<file path="src/rtl/hdmi_timing_gen.sv">
`default_nettype none
// +----------------------------------------------------------------------------+
// | hdmi_timing_gen : HDMI TX raster timing plus stream / test-pattern source  |
// | Option macro    : HDMI_TIMING_GEN_PATTERN_EN (pattern generator, frame_cnt)|
// | Revision        : 1.0                                                      |
// +----------------------------------------------------------------------------+
module hdmi_timing_gen #(
  parameter int   H_ACTIVE = 1280,
  parameter int   H_FP     = 110,
  parameter int   H_SYNC   = 40,
  parameter int   H_BP     = 220,
  parameter int   V_ACTIVE = 720,
  parameter int   V_FP     = 5,
  parameter int   V_SYNC   = 5,
  parameter int   V_BP     = 20,
  parameter logic HS_POL   = 1'b1,
  parameter logic VS_POL   = 1'b1
) (
  input  logic        tx_pclk,
  input  logic        rst,
  input  logic        en,
  input  logic [1:0]  pattern_sel,
  input  logic [23:0] pix_data,
  input  logic        pix_valid,
  output logic        pix_req,
  output logic [23:0] tx_rgb,
  output logic        tx_de,
  output logic        tx_hsync,
  output logic        tx_vsync,
  output logic        sof,
  output logic        underflow,
  output logic [15:0] underflow_cnt
);

  localparam logic [11:0] H_ACT    = 12'(H_ACTIVE);
  localparam logic [11:0] H_LAST   = 12'(H_ACTIVE + H_FP + H_SYNC + H_BP - 1);
  localparam logic [11:0] HS_START = 12'(H_ACTIVE + H_FP);
  localparam logic [11:0] HS_END   = 12'(H_ACTIVE + H_FP + H_SYNC);
  localparam logic [11:0] V_ACT    = 12'(V_ACTIVE);
  localparam logic [11:0] V_LAST   = 12'(V_ACTIVE + V_FP + V_SYNC + V_BP - 1);
  localparam logic [11:0] VS_START = 12'(V_ACTIVE + V_FP);
  localparam logic [11:0] VS_END   = 12'(V_ACTIVE + V_FP + V_SYNC);

  logic [11:0] hcnt;
  logic [11:0] vcnt;
  logic        frame_start;
  logic        line_end;
  logic        frame_end;
  logic        active;
  logic        hs;
  logic        vs;
  logic [1:0]  pat_cur;
  logic [23:0] pix_pat;
  logic [23:0] pix_next;

  always_comb begin
    frame_start = (hcnt == 12'd0) && (vcnt == 12'd0);
    line_end    = (hcnt == H_LAST);
    frame_end   = line_end && (vcnt == V_LAST);
    active      = (hcnt < H_ACT) && (vcnt < V_ACT);
    hs          = (hcnt >= HS_START) && (hcnt < HS_END);
    vs          = (vcnt >= VS_START) && (vcnt < VS_END);
  end

`ifdef HDMI_TIMING_GEN_PATTERN_EN
  localparam logic [11:0] BAR_W = 12'(H_ACTIVE >> 3);

  logic [1:0]  pat_q;
  logic [7:0]  frame_cnt;
  logic [2:0]  bar_idx;
  logic [11:0] bar_pos;

  // The frame's first pixel already uses the newly sampled selection, so a
  // whole frame is always rendered with one pattern.
  assign pat_cur = frame_start ? pattern_sel : pat_q;

  always_ff @(posedge tx_pclk) begin
    if (rst) begin
      pat_q     <= 2'd0;
      frame_cnt <= 8'd0;
    end else if (en) begin
      if (frame_start) pat_q <= pattern_sel;
      if (frame_end) frame_cnt <= frame_cnt + 8'd1;
    end
  end

  // Bar tracking without a divider; the final bar runs to the end of the line.
  always_ff @(posedge tx_pclk) begin
    if (rst || !en || line_end) begin
      bar_idx <= 3'd0;
      bar_pos <= 12'd0;
    end else if ((bar_pos == BAR_W - 12'd1) && (bar_idx != 3'd7)) begin
      bar_idx <= bar_idx + 3'd1;
      bar_pos <= 12'd0;
    end else begin
      bar_pos <= bar_pos + 12'd1;
    end
  end

  always_comb begin
    pix_pat = 24'h000000;
    case (pat_cur)
      2'd1: begin
        case (bar_idx)
          3'd0:    pix_pat = 24'hFFFFFF;
          3'd1:    pix_pat = 24'h00FFFF;
          3'd2:    pix_pat = 24'hFFFF00;
          3'd3:    pix_pat = 24'h00FF00;
          3'd4:    pix_pat = 24'hFF00FF;
          3'd5:    pix_pat = 24'h0000FF;
          3'd6:    pix_pat = 24'hFF0000;
          default: pix_pat = 24'h000000;
        endcase
      end
      2'd2:    pix_pat = (hcnt[4] ^ vcnt[4]) ? 24'hFFFFFF : 24'h000000;
      2'd3:    pix_pat = {frame_cnt, vcnt[7:0], hcnt[7:0]};
      default: pix_pat = 24'h000000;
    endcase
  end
`else
  logic unused_pattern_sel;

  assign unused_pattern_sel = ^pattern_sel;
  assign pat_cur            = 2'd0;
  assign pix_pat            = 24'h000000;
`endif

  assign pix_req = en && !rst && active && (pat_cur == 2'd0);

  always_comb begin
    pix_next = 24'h000000;
    if (active) begin
      if (pat_cur == 2'd0) pix_next = pix_valid ? pix_data : 24'h000000;
      else                 pix_next = pix_pat;
    end
  end

  always_ff @(posedge tx_pclk) begin
    if (rst) begin
      hcnt          <= 12'd0;
      vcnt          <= 12'd0;
      tx_rgb        <= 24'h000000;
      tx_de         <= 1'b0;
      tx_hsync      <= ~HS_POL;
      tx_vsync      <= ~VS_POL;
      sof           <= 1'b0;
      underflow     <= 1'b0;
      underflow_cnt <= 16'd0;
    end else if (!en) begin
      hcnt     <= 12'd0;
      vcnt     <= 12'd0;
      tx_rgb   <= 24'h000000;
      tx_de    <= 1'b0;
      tx_hsync <= ~HS_POL;
      tx_vsync <= ~VS_POL;
      sof      <= 1'b0;
    end else begin
      hcnt <= line_end ? 12'd0 : hcnt + 12'd1;
      if (line_end) vcnt <= (vcnt == V_LAST) ? 12'd0 : vcnt + 12'd1;
      tx_rgb   <= pix_next;
      tx_de    <= active;
      tx_hsync <= hs ? HS_POL : ~HS_POL;
      tx_vsync <= vs ? VS_POL : ~VS_POL;
      sof      <= frame_start;
      if (pix_req && !pix_valid) begin
        underflow <= 1'b1;
        if (underflow_cnt != 16'hFFFF) underflow_cnt <= underflow_cnt + 16'd1;
      end
    end
  end

endmodule
`default_nettype wire

</file>
<file path="config.mk">
export PLATFORM = sky130hd
export DESIGN_NAME = hdmi_timing_gen
export DESIGN_NICKNAME = d
export VERILOG_FILES = /design/src/rtl/hdmi_timing_gen.sv
export SDC_FILE = /design/constraint.sdc
export NUM_CORES = 1
export LEC_CHECK = 0
export ABC_CLOCK_PERIOD_IN_PS = 5600
export CORE_UTILIZATION = 45
export DETAILED_ROUTE_END_ITERATION = 8
export PLACE_DENSITY = 0.75
export RECOVER_POWER = 100
export SLEW_MARGIN = 0
export SYNTH_ARGS = -nofsm -noshare
export SYNTH_HDL_FRONTEND = slang
export SYNTH_SLANG_ARGS = --single-unit
</file>
<file path="constraint.sdc">
create_clock -name tx_pclk -period 5.6 [get_ports tx_pclk]
set_input_delay 1.12 -clock tx_pclk [delete_from_list [all_inputs] [get_ports tx_pclk]]
set_output_delay 1.12 -clock tx_pclk [all_outputs]
set_load 0.01 [all_outputs]
</file>
==> summary.md <==
| Metric | Value |
|---|---|
| Post-Route Skew | `slightly above 7 ps` |
| Final hold vios | `0` |
| Most Crowded Layer GR | `met2` |
| First-pass GRT wire length | `10900 um` |
| Final Setup Violations | `0` |
| Pleak | `0.00160 uW` |
| ANT nets after route | `0` |
| # DRC | `0` |
| Root Buffer | `clkbuf_8` |
| Core Area | `6100 um^2` |
| # resized after CTS | `0` |
| Die X | `82.6 um` |
| Pwr dens | `257 nW/um^2` |
| Most area-consuming cells after synthesis | `dfxtp_1 47%, and3_1 6.2%, xor2_1 5.1%` |
| Final wirelength | `6570 um` |
| Share of the synthesized area in the top cell type | `a little under half` |
| Std cell rows | `28` |
| CTS tree | `done` |
| GP Congestion | `0.810` |
| Met2 Usage GRT | `between 30% and 40%` |
| Final worst setup slack | `between 600 and 700 ps` |
| Syn_nets | `around 360` |
| Post-synth top cells | `69 x dfxtp_1, 33 x nor2_1, 29 x and3_1` |
| Type of the tightest min-delay check | `reg -> reg` |
| Syn Area/Cell | `9.01 um^2` |
| Vias | `2570` |
| Met3 usage | `9.12%` |
| Final Net Count | `about 430` |
| Die footprint | `between 6000 and 7000 um^2` |
| CP Capture Type | `output pin` |
| Yosys cell types | `37` |
| Minimum clock period | `4980 ps` |
| Initial antenna violation count | `0` |
| Gate Count Post-Synth | `about 320` |
| Rel. slew slack | `1.09%` |
| Share of layout cells above drive strength 1 | `5.25%` |
| Clock transition at path regs | `70 ps` |
| Count leader, synth | `dfxtp_1` |
| Via density | `~5.4` |
| Num CTS Buffers | `9` |
| Number of diodes | `0` |
| Port bufs | `73` |
| Ys flop type | `dfxtp_1` |
| Leading area contributor after synthesis | `dfxtp_1` |
| Crit path launch type | `input port` |
| Number of I/O pins | `76` |
| CTS sink count | `between 60 and 70` |
| Area growth syn-to-layout | `32.7%` |
| All-layer global routing usage | `21.1%` |
| Design area | `3870 um^2` |
| CP max FO | `25` |
| Mapped cell area | `2920 um^2` |
| RSZ-0062 raised after global routing | `false` |
| Vias in the first global route | `2460` |
| Initial Util | `47.9%` |
| Kind of critical path | `in -> out` |
| Avg WL per Cell | `about 14 um` |
| Area after DPL | `approximately 3700 um^2` |
| Fin crit share | `88.9%` |
| DR pass1 iterations | `4` |
| Worst slack at placement | `around 950 ps` |
| Run status | `complete, but fails checks` |
| Max Slew Vio Count | `0` |
| Post-CTS Setup Bufs | `0` |
| Seq cells post-synth | `69` |
| Pin count of the biggest net entering global routing | `26` |
| Max cap viols | `1` |
| Worst-case clock buffer depth | `2` |
| FFs w/ async S/R, synth | `0%` |
| DPL Wire Length | `4650 um` |
| Sequential element share of the synthesized area | `between 40% and 50%` |
| IR Drop Worst-Case VDD | `196 uV` |
| Clock latency on the worst-skew pair | `roughly 340 ps` |
| DR iter-0 viols | `122` |
| Power, Total | `995 uW` |
| Gr ovfl total | `0` |
| Fmax | `0.201 GHz` |
| Synth warn | `0` |
| Die Span Y | `82.6 um` |
| Data arrival, critical path | `3860 ps` |
| Number of enable flip-flop cells after synthesis | `0` |
| CTS H-tree depth | `3` |
| Violated checks | `capacitance limit` |
| Setup total negative slack | `0 ps` |
| CTS Hold Bufs | `0` |
| Met1 usage | `between 20% and 30%` |
| WP data required | `~4500 ps` |
| Worst-Margin Slew | `1480 ps` |
==> path summary, 6_finish.rpt <==
check | start | endpoint | slack (ps) | depth (start not counted)
min | underflow | underflow | 500 | 2
max reg2reg | vcnt[10] | underflow_cnt[13] | 2470 | 6
min reg2reg | underflow | underflow | 500 | 2
max | rst | pix_req | 620 | 7
==> cell families (layout without fill, tap and decap cells) <==
logic type / Yosys count / count (layout) / synth area share, %
muxes: 3 / 3 / 1.11
xor gates and xnor gates: 19 / 19 / 5.70
AOI/OAI and AO/OA: 41 / 41 / 9.08
buffers and inverters: 24 / 100 / 3.17
and+or+nand+nor: 160 / 160 / 30.2
DFF: 69 / 69 / 47.3
adders and majority gates: 8 / 8 / 3.43
==> routing by layer <==
layer,vias to the layer above,wire length (um),part of all wire (%)
met5,-,0,0
met2,72,3160,48
met1,1198,2940,45
met3,8,413,6.3
li1,1292,-,-
met4,0,61,0.93
==> worst max-delay path, stage by stage <==
cell and delay, ps:
dlygate4sd3_1 550, or4b_1 530, a2111oi_0 380, clkbuf_1 250
o21a_1 150, buf_4 220, dlygate4sd3_1 640
==> cells in the final DEF (no fill, tap or decap), types with 3 or more instances in the layout <==
cell	count
a21oi_1	18
a31oi_1	3
and2_1	3
and3_1	29
and4_1	4
clkbuf_1	3
clkbuf_8	9
clkdlybuf4s50_1	26
dfxtp_1	69
dlygate4sd3_1	47
ha_1	8
inv_1	8
nand2_1	21
nand3_1	18
nand4_1	12
nor2_1	33
nor2b_1	4
nor3_1	4
nor4_1	5
o21ai_0	11
o31ai_1	4
or2_2	3
or3_1	9
or4_1	6
xor2_1	17
==> per-stage QoR <==
stage / hold WS, ps / util [%] / std cells
finish: 503 / 63.6 / 475
global route: 529 / 63.6 / 475
CTS: 502 / 64.3 / 475
detailed placement: 482 / 60.8 / 459
global placement: 466 / 60.8 / 459
floorplan: 445 / - / 324
==> power breakdown <==
group / leakage [uW] / internal, uW / switching (uW) / total, uW
Clock: 0.000107 / 251 / 188 / 439
Combinational: 0.000932 / 31.5 / 24.0 / 55.5
Sequential: 0.000559 / 497 / 3.17 / 500
Total: 0.00160 / 780 / 215 / 995
==> final cells by class <==
type | instances | area, um^2
sequential | 69 | 1380
multi-input combinational | 231 | 1410
fill | 526 | 2220
clock inverter | 6 | 86.3
timing repair buffer | 76 | 746
inverter | 8 | 30.0
tap | 75 | 93.8
clock buffer | 10 | 128
==> registers in the layout, summed over array words and instances (netlist names), 12 cells and up <==
name,cells
underflow_cnt,16
tx_rgb,24
hcnt,12
vcnt,12
Power figures use the tool's default switching activity.
